$ cat src/rtl/iop_pkg.sv
// rtl/iop_pkg.sv - shared function codes, condition codes and FSM state for iop_dispatch
package iop_pkg;

  localparam logic [2:0] IOP_NOP = 3'd0;
  localparam logic [2:0] IOP_SIO = 3'd1;
  localparam logic [2:0] IOP_TIO = 3'd2;
  localparam logic [2:0] IOP_TDV = 3'd3;
  localparam logic [2:0] IOP_HIO = 3'd4;
  localparam logic [2:0] IOP_AIO = 3'd5;

  localparam logic [1:0] CC_NO_ADDR = 2'b11;

  typedef enum logic [1:0] {ST_IDLE, ST_ISSUE, ST_DONE} state_t;

  function automatic logic func_is_io(input logic [2:0] f);
    return (f == IOP_SIO) || (f == IOP_TIO) || (f == IOP_TDV) ||
           (f == IOP_HIO) || (f == IOP_AIO);
  endfunction

endpackage

$ cat src/rtl/iop_rr_arbiter.sv
// rtl/iop_rr_arbiter.sv - registered memory-bus arbiter: IOPs round-robin over CPU, burst limit, turnaround
module iop_rr_arbiter #(
  parameter logic [0:7] PRESENT   = 8'b1000_0000,
  parameter int         MAX_BURST = 4
) (
  input  logic       clock,
  input  logic       reset,
  input  logic [0:7] iop_req,
  input  logic       cpu_req,
  output logic [0:7] iop_grant,
  output logic       cpu_grant
);

  localparam int            BW        = $clog2(MAX_BURST + 1);
  localparam logic [BW-1:0] BURST_MAX = BW'(MAX_BURST);

  logic          held_q, held_d, cpu_q, cpu_d, owed_q, owed_d;
  logic [2:0]    idx_q, idx_d, ptr_q, ptr_d, cand, rr_idx;
  logic [BW-1:0] cnt_q, cnt_d;
  logic [0:7]    req_m, self_m;
  logic          rr_found, holder_req, others;

  assign req_m  = iop_req & PRESENT;
  assign self_m = 8'b1000_0000 >> idx_q;

  always_comb begin
    rr_found = 1'b0;
    rr_idx   = ptr_q;
    cand     = ptr_q;
    for (int i = 1; i <= 8; i++) begin
      cand = ptr_q + 3'(i);
      if (!rr_found && req_m[cand]) begin
        rr_found = 1'b1;
        rr_idx   = cand;
      end
    end
  end

  assign holder_req = cpu_q ? cpu_req : req_m[idx_q];
  assign others     = cpu_q ? (|req_m) : (cpu_req || (|(req_m & ~self_m)));

  // Every release goes through an empty cycle; new grants are only made from the empty state.
  always_comb begin
    held_d = held_q;
    cpu_d  = cpu_q;
    idx_d  = idx_q;
    ptr_d  = ptr_q;
    cnt_d  = cnt_q;
    owed_d = owed_q;
    if (held_q) begin
      if (!holder_req || (others && cnt_q >= BURST_MAX)) begin
        held_d = 1'b0;
        cnt_d  = '0;
        if (!cpu_q) owed_d = cpu_req;
      end else if (cnt_q < BURST_MAX) begin
        cnt_d = cnt_q + BW'(1);
      end
    end else if (owed_q && cpu_req) begin
      held_d = 1'b1;
      cpu_d  = 1'b1;
      cnt_d  = BW'(1);
      owed_d = 1'b0;
    end else if (rr_found) begin
      held_d = 1'b1;
      cpu_d  = 1'b0;
      idx_d  = rr_idx;
      ptr_d  = rr_idx;
      cnt_d  = BW'(1);
      owed_d = 1'b0;
    end else if (cpu_req) begin
      held_d = 1'b1;
      cpu_d  = 1'b1;
      cnt_d  = BW'(1);
      owed_d = 1'b0;
    end else begin
      owed_d = 1'b0;
    end
  end

  always_ff @(posedge clock or negedge reset) begin
    if (!reset) begin
      held_q <= 1'b0;
      cpu_q  <= 1'b0;
      owed_q <= 1'b0;
      idx_q  <= 3'd0;
      ptr_q  <= 3'd7;
      cnt_q  <= '0;
    end else begin
      held_q <= held_d;
      cpu_q  <= cpu_d;
      owed_q <= owed_d;
      idx_q  <= idx_d;
      ptr_q  <= ptr_d;
      cnt_q  <= cnt_d;
    end
  end

  always_comb begin
    iop_grant = (held_q && !cpu_q) ? self_m : 8'b0;
    cpu_grant = held_q && cpu_q;
  end

endmodule

$ cat src/rtl/iop_dispatch.sv
// rtl/iop_dispatch.sv - CPU I/O command dispatch to IOPs plus memory-bus arbitration
// Optional per-command statistics outputs when IOP_DISPATCH_STATS_EN is defined.
module iop_dispatch
  import iop_pkg::*;
#(
  parameter logic [0:7] IOP_PRESENT = 8'b1000_0000,
  parameter int         RESP_LAT    = 2,
  parameter int         MAX_BURST   = 4
) (
  input  logic       clock,
  input  logic       reset,
  input  logic       cpu_io_start,
  input  logic [0:2] cpu_io_func,
  input  logic [0:2] cpu_io_addr,
  output logic       cpu_io_busy,
  output logic       cpu_io_done,
  output logic [0:1] cpu_io_cc,
  output logic [0:2] iop_func,
  output logic [0:2] iop_addr,
  input  logic [0:1] iop_cc,
  input  logic [0:7] iop_dma_req,
  output logic [0:7] iop_active,
  input  logic       cpu_mem_req,
  output logic       cpu_mem_grant
`ifdef IOP_DISPATCH_STATS_EN
  ,
  output logic [0:15] stat_cmds,
  output logic [0:15] stat_rejects
`endif
);

  localparam int            LW       = $clog2(RESP_LAT + 1);
  localparam logic [LW-1:0] LAT_LAST = LW'(RESP_LAT - 1);

  state_t        state_q, state_d;
  logic [2:0]    func_q, addr_q;
  logic [1:0]    cc_q;
  logic [LW-1:0] lat_q;
  logic          accept, cmd_ok, lat_last;

  assign accept   = (state_q == ST_IDLE) && cpu_io_start;
  assign cmd_ok   = func_is_io(cpu_io_func) && IOP_PRESENT[cpu_io_addr];
  assign lat_last = (lat_q == LAT_LAST);

  always_ff @(posedge clock or negedge reset) begin
    if (!reset) state_q <= ST_IDLE;
    else        state_q <= state_d;
  end

  always_comb begin
    state_d = state_q;
    case (state_q)
      ST_IDLE:  if (cpu_io_start) state_d = cmd_ok ? ST_ISSUE : ST_DONE;
      ST_ISSUE: if (lat_last) state_d = ST_DONE;
      ST_DONE:  state_d = ST_IDLE;
      default:  state_d = ST_IDLE;
    endcase
  end

  always_comb begin
    cpu_io_busy = (state_q != ST_IDLE);
    cpu_io_done = (state_q == ST_DONE);
    cpu_io_cc   = cc_q;
    iop_func    = (state_q == ST_ISSUE) ? func_q : IOP_NOP;
    iop_addr    = (state_q == ST_ISSUE) ? addr_q : 3'd0;
  end

  // The cc register changes only when DONE is entered, so it holds between completions.
  always_ff @(posedge clock or negedge reset) begin
    if (!reset) begin
      func_q <= 3'd0;
      addr_q <= 3'd0;
      cc_q   <= 2'b00;
      lat_q  <= '0;
    end else if (accept) begin
      func_q <= cpu_io_func;
      addr_q <= cpu_io_addr;
      lat_q  <= '0;
      if (!cmd_ok) cc_q <= CC_NO_ADDR;
    end else if (state_q == ST_ISSUE) begin
      if (lat_last) cc_q <= iop_cc;
      else          lat_q <= lat_q + LW'(1);
    end
  end

`ifdef IOP_DISPATCH_STATS_EN
  always_ff @(posedge clock or negedge reset) begin
    if (!reset) begin
      stat_cmds    <= 16'd0;
      stat_rejects <= 16'd0;
    end else if (accept) begin
      if (cmd_ok && stat_cmds != 16'hFFFF)     stat_cmds    <= stat_cmds + 16'd1;
      if (!cmd_ok && stat_rejects != 16'hFFFF) stat_rejects <= stat_rejects + 16'd1;
    end
  end
`endif

  iop_rr_arbiter #(
    .PRESENT   (IOP_PRESENT),
    .MAX_BURST (MAX_BURST)
  ) u_arb (
    .clock     (clock),
    .reset     (reset),
    .iop_req   (iop_dma_req),
    .cpu_req   (cpu_mem_req),
    .iop_grant (iop_active),
    .cpu_grant (cpu_mem_grant)
  );

endmodule
$ cat config.mk
export PLATFORM = sky130hd
export DESIGN_NAME = iop_dispatch
export DESIGN_NICKNAME = d
export VERILOG_FILES = /design/src/rtl/iop_pkg.sv /design/src/rtl/iop_rr_arbiter.sv /design/src/rtl/iop_dispatch.sv
export SDC_FILE = /design/constraint.sdc
export NUM_CORES = 1
export LEC_CHECK = 0
export BUFFER_PORTS_ARGS = -buffer_cell sky130_fd_sc_hd__buf_2
export CAP_MARGIN = 25
export CORE_MARGIN = 5
export CORE_UTILIZATION = 52
export CTS_CLUSTER_DIAMETER = 150
export DETAILED_ROUTE_END_ITERATION = 12
export GPL_TIMING_DRIVEN = 0
export PLACE_DENSITY = 0.82
export SYNTH_ARGS = -nofsm -noshare
export SYNTH_HDL_FRONTEND = slang
export SYNTH_HIERARCHICAL = 1
export SYNTH_SLANG_ARGS = --single-unit
$ cat constraint.sdc
create_clock -name clock -period 2.1 [get_ports clock]
set_clock_uncertainty 0.15 [all_clocks]
set_input_delay 0.315 -clock clock [delete_from_list [all_inputs] [get_ports clock]]
set_output_delay 0.315 -clock clock [all_outputs]
set_load 0.02 [all_outputs]
# Word level (Yosys, flattened, before mapping)
# Memories as Yosys holds them, arrays and structs flattened.
# Index checks and enable logic that the tools add are counted.
# totals
register_bits	24
rom_bits	8
out_inout_bits	19
n_memories	1
# op_classes
addsub	9
order_cmp	12
eq_ne	15
shift	1
mux	78
n_bitwise	14
reduce_logical	42
# memory_table
memory	depth	word_bits	read_ports	rd_clocked_by_memory_dff	write_ports	line_no	rtl
(name not given)	8	1	1	0	0	iop_dispatch.sv:42	assign cmd_ok = func_is_io(cpu_io_func) && IOP_PRESENT[cpu_io_addr];
# ops
operator	n
3-bit two-way mux	16
1-bit two-way mux	41
4-bit >= comparator, second input constant	10
3-bit NOT with 4-bit output	10
1-bit binary-select mux with 3-bit select	9
2-bit two-way mux	10
1-bit logical AND	13
3-bit adder, second input constant	4
2-bit != test, second input constant	6
2-bit AND reduction	5
1-bit logical NOT	9
8-bit bitwise AND	1
8-bit two-way mux	1
8-bit NOT	1
8-bit OR reduction	1
8-bit by 3-bit >> shifter with 8-bit output, first input constant	1
3-bit by 1-bit adder with 3-bit output, second input constant	2
3-bit by 2-bit adder with 3-bit output, second input constant	2
3-bit by 2-bit equality test with 1-bit output, second input constant	2
3-bit equality test, second input constant	2
1-bit logical OR	6
3-bit AND reduction	2
2-bit nonzero test	3
2-bit by 1-bit equality test with 1-bit output, second input constant	2
11 further kinds	12

# Depth between registers and ports, before layout
# depth
word_depth	30
depth_mapped	5

# Hierarchy
# The synthesis kept the hierarchy.
# modules_own_cells
mod	instances	cells_each	area_per_inst_um2	seq_area_each_um2
iop_dispatch	1	54	631.9	300.3
iop_rr_arbiter	1	57	521.8	225.2

# Least setup slack after synthesis
# Ideal clock, no wire load.
# synth_timing
path_type	register to output
startpoint	register u_arb.held_q
endpoint	output iop_active[0] in the netlist's numbering
arrival_ps	1376
t_required_ps	1635
setup_slack_ps	259
path_stages_with_launch	5
path_buffers	1
path_cell_list	dfrtp_1 > buf_2 > inv_1 > or3_1 > nor3_1
# synth_between
elab_chain_cells	2
# synth_rtl
item	line_no	rtl
from (decl)	iop_rr_arbiter.sv:17	logic held_q, held_d, cpu_q, cpu_d, owed_q, owed_d;
from (signal assigned)	iop_rr_arbiter.sv:89	held_q <= held_d;
1-bit logical AND	iop_rr_arbiter.sv:99	iop_grant = (held_q && !cpu_q) ? self_m : 8'b0;
8-bit two-way mux	iop_rr_arbiter.sv:99	
to (decl)	iop_dispatch.sv:22	output logic [0:7] iop_active,
# Every way passes these cells.

# Worst setup path after layout
# Same ends and word-level chain as after synthesis.

==> reports/qor.csv <==
metric,value,unit
status,finished clean,
p_sw_share,38.0,%
internal_power,802,uW
fin_area,0.00140,mm^2
switching_power,491,uW
grt_first_pass_wirelength,3.93,mm
htree_levels,1,
dieHeight,57.1,um
hp-class,primary input to flop,
path_class,flop to output pin,
whs_path_depth,2,
min_from,cpu_io_addr[2],
setup_viol,0,
fin_setup_tns,0,ns
synth-simple-area-share,28.5,%
grt_max_degree,22,
synth_top_cell_area_share,45.6,%
coreArea,0.00217,mm^2
place.gp.congestion,0.817,
fin_crit,2.03,ns
min_to,addr_q[0]$_DFFE_PN0P_,
clockBufferDepth,2,
rsz0062_at_grt,false,
p_seq_share,45.3,%
yosysSeqAreaShare,45.6,%
first_pass_iters,4,
crit_fanout,10,
synth_top_area_cell,dfrtp_1,
post-route-period-util,96.6,%
ctsRootBufferMaster,clkbuf_4,
vdd_drop_max,685,uV
synthMuxAreaShare,8.13,%
hold_ws,0.113,ns
combPwrFrac,40.2,%
wl_per_cell,13.7,um
fp.dieW,57.1,um
grt_antenna_before_repair,0,
die-area,0.00326,mm^2
ys_ff_latch,21,
mostFrequentLayoutCell,buf_2,
drtIter0Drc,20,
cts.clk_slew.worst_paths,0.11,ns
cts_tree,done,
synth_xor_area_share,0,%
wirelength,2.40,mm
first_global_vias,899,
gr-total-overflow,0,
dp_cells,170,
cp-end-kind,output pin,
synth_area_leaders,"dfrtp_1, mux2_2, and2_1, nor2_1, nand2_1",
synthCells,111,
startpoint_type,flop,
finalMaxSlewViolations,0,
numPortBuffers,31,
areaGrowthSynthToFinish,21.0,%
rows,17,
max_freq,493,MHz
viasPerCell,5.38,
yosysWarnings,6,
ios,39,
clk_latency,0.30,ns
power.leakage,0.691,nW
synth.distinct_cells,37,
finalNonFillerCells,175,
max_slew_margin,66.7,%
synth_compound_area_share,12.6,%
p_total,1.29,mW
reg2reg_slack,0.51,ns
final_cell_mix,"buf_2, dfrtp_1, nor2_1, and2_1, nand2_1",
via_count,942,
p_clk_share,14.5,%
drtAntennaViolNets,0,
drc_errors,0,
worst-endpoint-arrival,1.56,ns
syn_area_per_cell,10.4,um^2
synth_fa_ha_area_share,2.17,%
antenna_cells,0,
maxCapViolCount,0,
cp_data_required_time,1.63,ns
drive_gt1_share,38.1,%
powerDensity,926,mW/mm^2
syn-cell-area,0.00115,mm^2
start_util,53.2,%
numCtsBuffers,3,
clock_sinks,21,
r2r_end,u_arb/cnt_q[0]$_DFFE_PN0P_,
place_area,0.00134,mm^2
post-dp-hpwl,1.84,mm
grtUsageTotal,14.9,%
finalHoldViolations,0,
ff2ff_path_depth,3,
tightest_slew,0.498,ns
r2r-start,u_arb/idx_q[2]$_DFFE_PN0P_,
final_nets,170,
syn_nets,133,
synth_top_family_by_area,simple AND/OR/NAND/NOR gates,
-- worst max-delay path by stage --
stage	from	to	slack, ns
floorplan	u_arb/held_q$_DFF_PN0_	iop_active[0]	0.26
global placement	u_arb/held_q$_DFF_PN0_	iop_active[0]	0.35
detailed placement	u_arb/held_q$_DFF_PN0_	iop_active[0]	0.28
CTS	u_arb/held_q$_DFF_PN0_	iop_active[0]	0.03
global route	u_arb/held_q$_DFF_PN0_	iop_active[4]	0.005
finish	u_arb/held_q$_DFF_PN0_	iop_active[0]	0.07
-- critical path, cell delays in order (launching register included) --
cell and delay, ns:
dfrtp_1 0.35, buf_4 0.16, inv_1 0.09, or3_4 0.37, nor3_2 0.13, buf_4 0.17
-- registers in the layout, summed over array words and instances (netlist names) --
name          cells
lat_q             2
u_arb/held_q      1
addr_q            3
u_arb/owed_q      1
func_q            3
state_q           2
u_arb/cpu_q       1
u_arb/cnt_q       3
cpu_io_cc         2
u_arb/idx_q       3
-- timing repair --
action	in CTS	in global routing
endpoints found under the setup margin	2	1
hold buffers	1	0
hold endpoints to repair	21	0
pin swaps	0	0
buffers inserted	0	0
gates resized for setup	3	1
-- layer usage --
metal	vias up	wire length (um)	GRT usage, %
met2	25	1230	26.3
met4	0	17	3.31
met3	2	152	4.07
li1	461	-	-
met1	454	1000	18.0
met5	-	0	0
-- kinds of logic after synthesis --
family | Yosys count
compound gates | 19
fa+ha+maj | 2
buf+inv | 9
flops | 21
mux | 8
simple gates | 52
-- metrics by stage --
| stage | setup slack (ns) | utilization, % |
|---|---|---|
| finish | 0.0707 | 64.4 |
| global route | 0.00511 | 64.4 |
| CTS | 0.0298 | 64.1 |
| detailed placement | 0.282 | 61.9 |
| global placement | 0.346 | 61.9 |
| floorplan | 0.259 | - |
-- cell type report --
class | count | area, um^2
timing repair buffer | 32 | 168
multi-input combinational | 81 | 603
clock inverter | 1 | 5.00
fill | 183 | 773
clock buffer | 3 | 22.5
tap | 28 | 35.0
buffer | 2 | 11.3
inverter | 7 | 26.3
sequential | 21 | 526
-- Yosys cell counts --
| cell type | instances |
|---|---|
| a31o_2 | 1 |
| nor2b_1 | 4 |
| nor2b_4 | 1 |
| o22ai_1 | 1 |
| dfrtp_1 | 21 |
| o21ai_0 | 2 |
| and2_1 | 8 |
| nor3_1 | 4 |
| nand3b_1 | 1 |
| a22o_2 | 1 |
| a32oi_1 | 1 |
| nor2_1 | 13 |
| o211ai_1 | 2 |
| nand2_1 | 8 |
| buf_2 | 1 |
| ha_1 | 2 |
| or2b_1 | 1 |
| o211ai_2 | 1 |
| nand3_1 | 3 |
| o2111ai_1 | 1 |
| inv_1 | 7 |
| nor3b_2 | 1 |
| o21bai_1 | 1 |
| mux2_2 | 7 |
| nor4b_4 | 1 |
| a21oi_1 | 4 |
| and3_1 | 1 |
| a21o_1 | 1 |
| nor4bb_4 | 1 |
| nand2b_1 | 2 |
| a221oi_2 | 1 |
| nor3b_4 | 1 |
| clkbuf_1 | 1 |
| or2_2 | 1 |
| a211oi_1 | 2 |
| or3_1 | 1 |
| mux2_4 | 1 |
-- power groups by stage --
stage | Clock (mW) | Sequential [mW] | Combinational, mW
4_1_cts | 0.198 | 0.585 | 0.518
3_3_place_gp | 0 | 0.581 | 0.465
6_report | 0.187 | 0.586 | 0.521
5_1_grt | 0.214 | 0.599 | 0.577
2_1_floorplan | 0 | 0.569 | 0.369
3_5_place_dp | 0 | 0.591 | 0.493
Power figures use the tool's default switching activity.
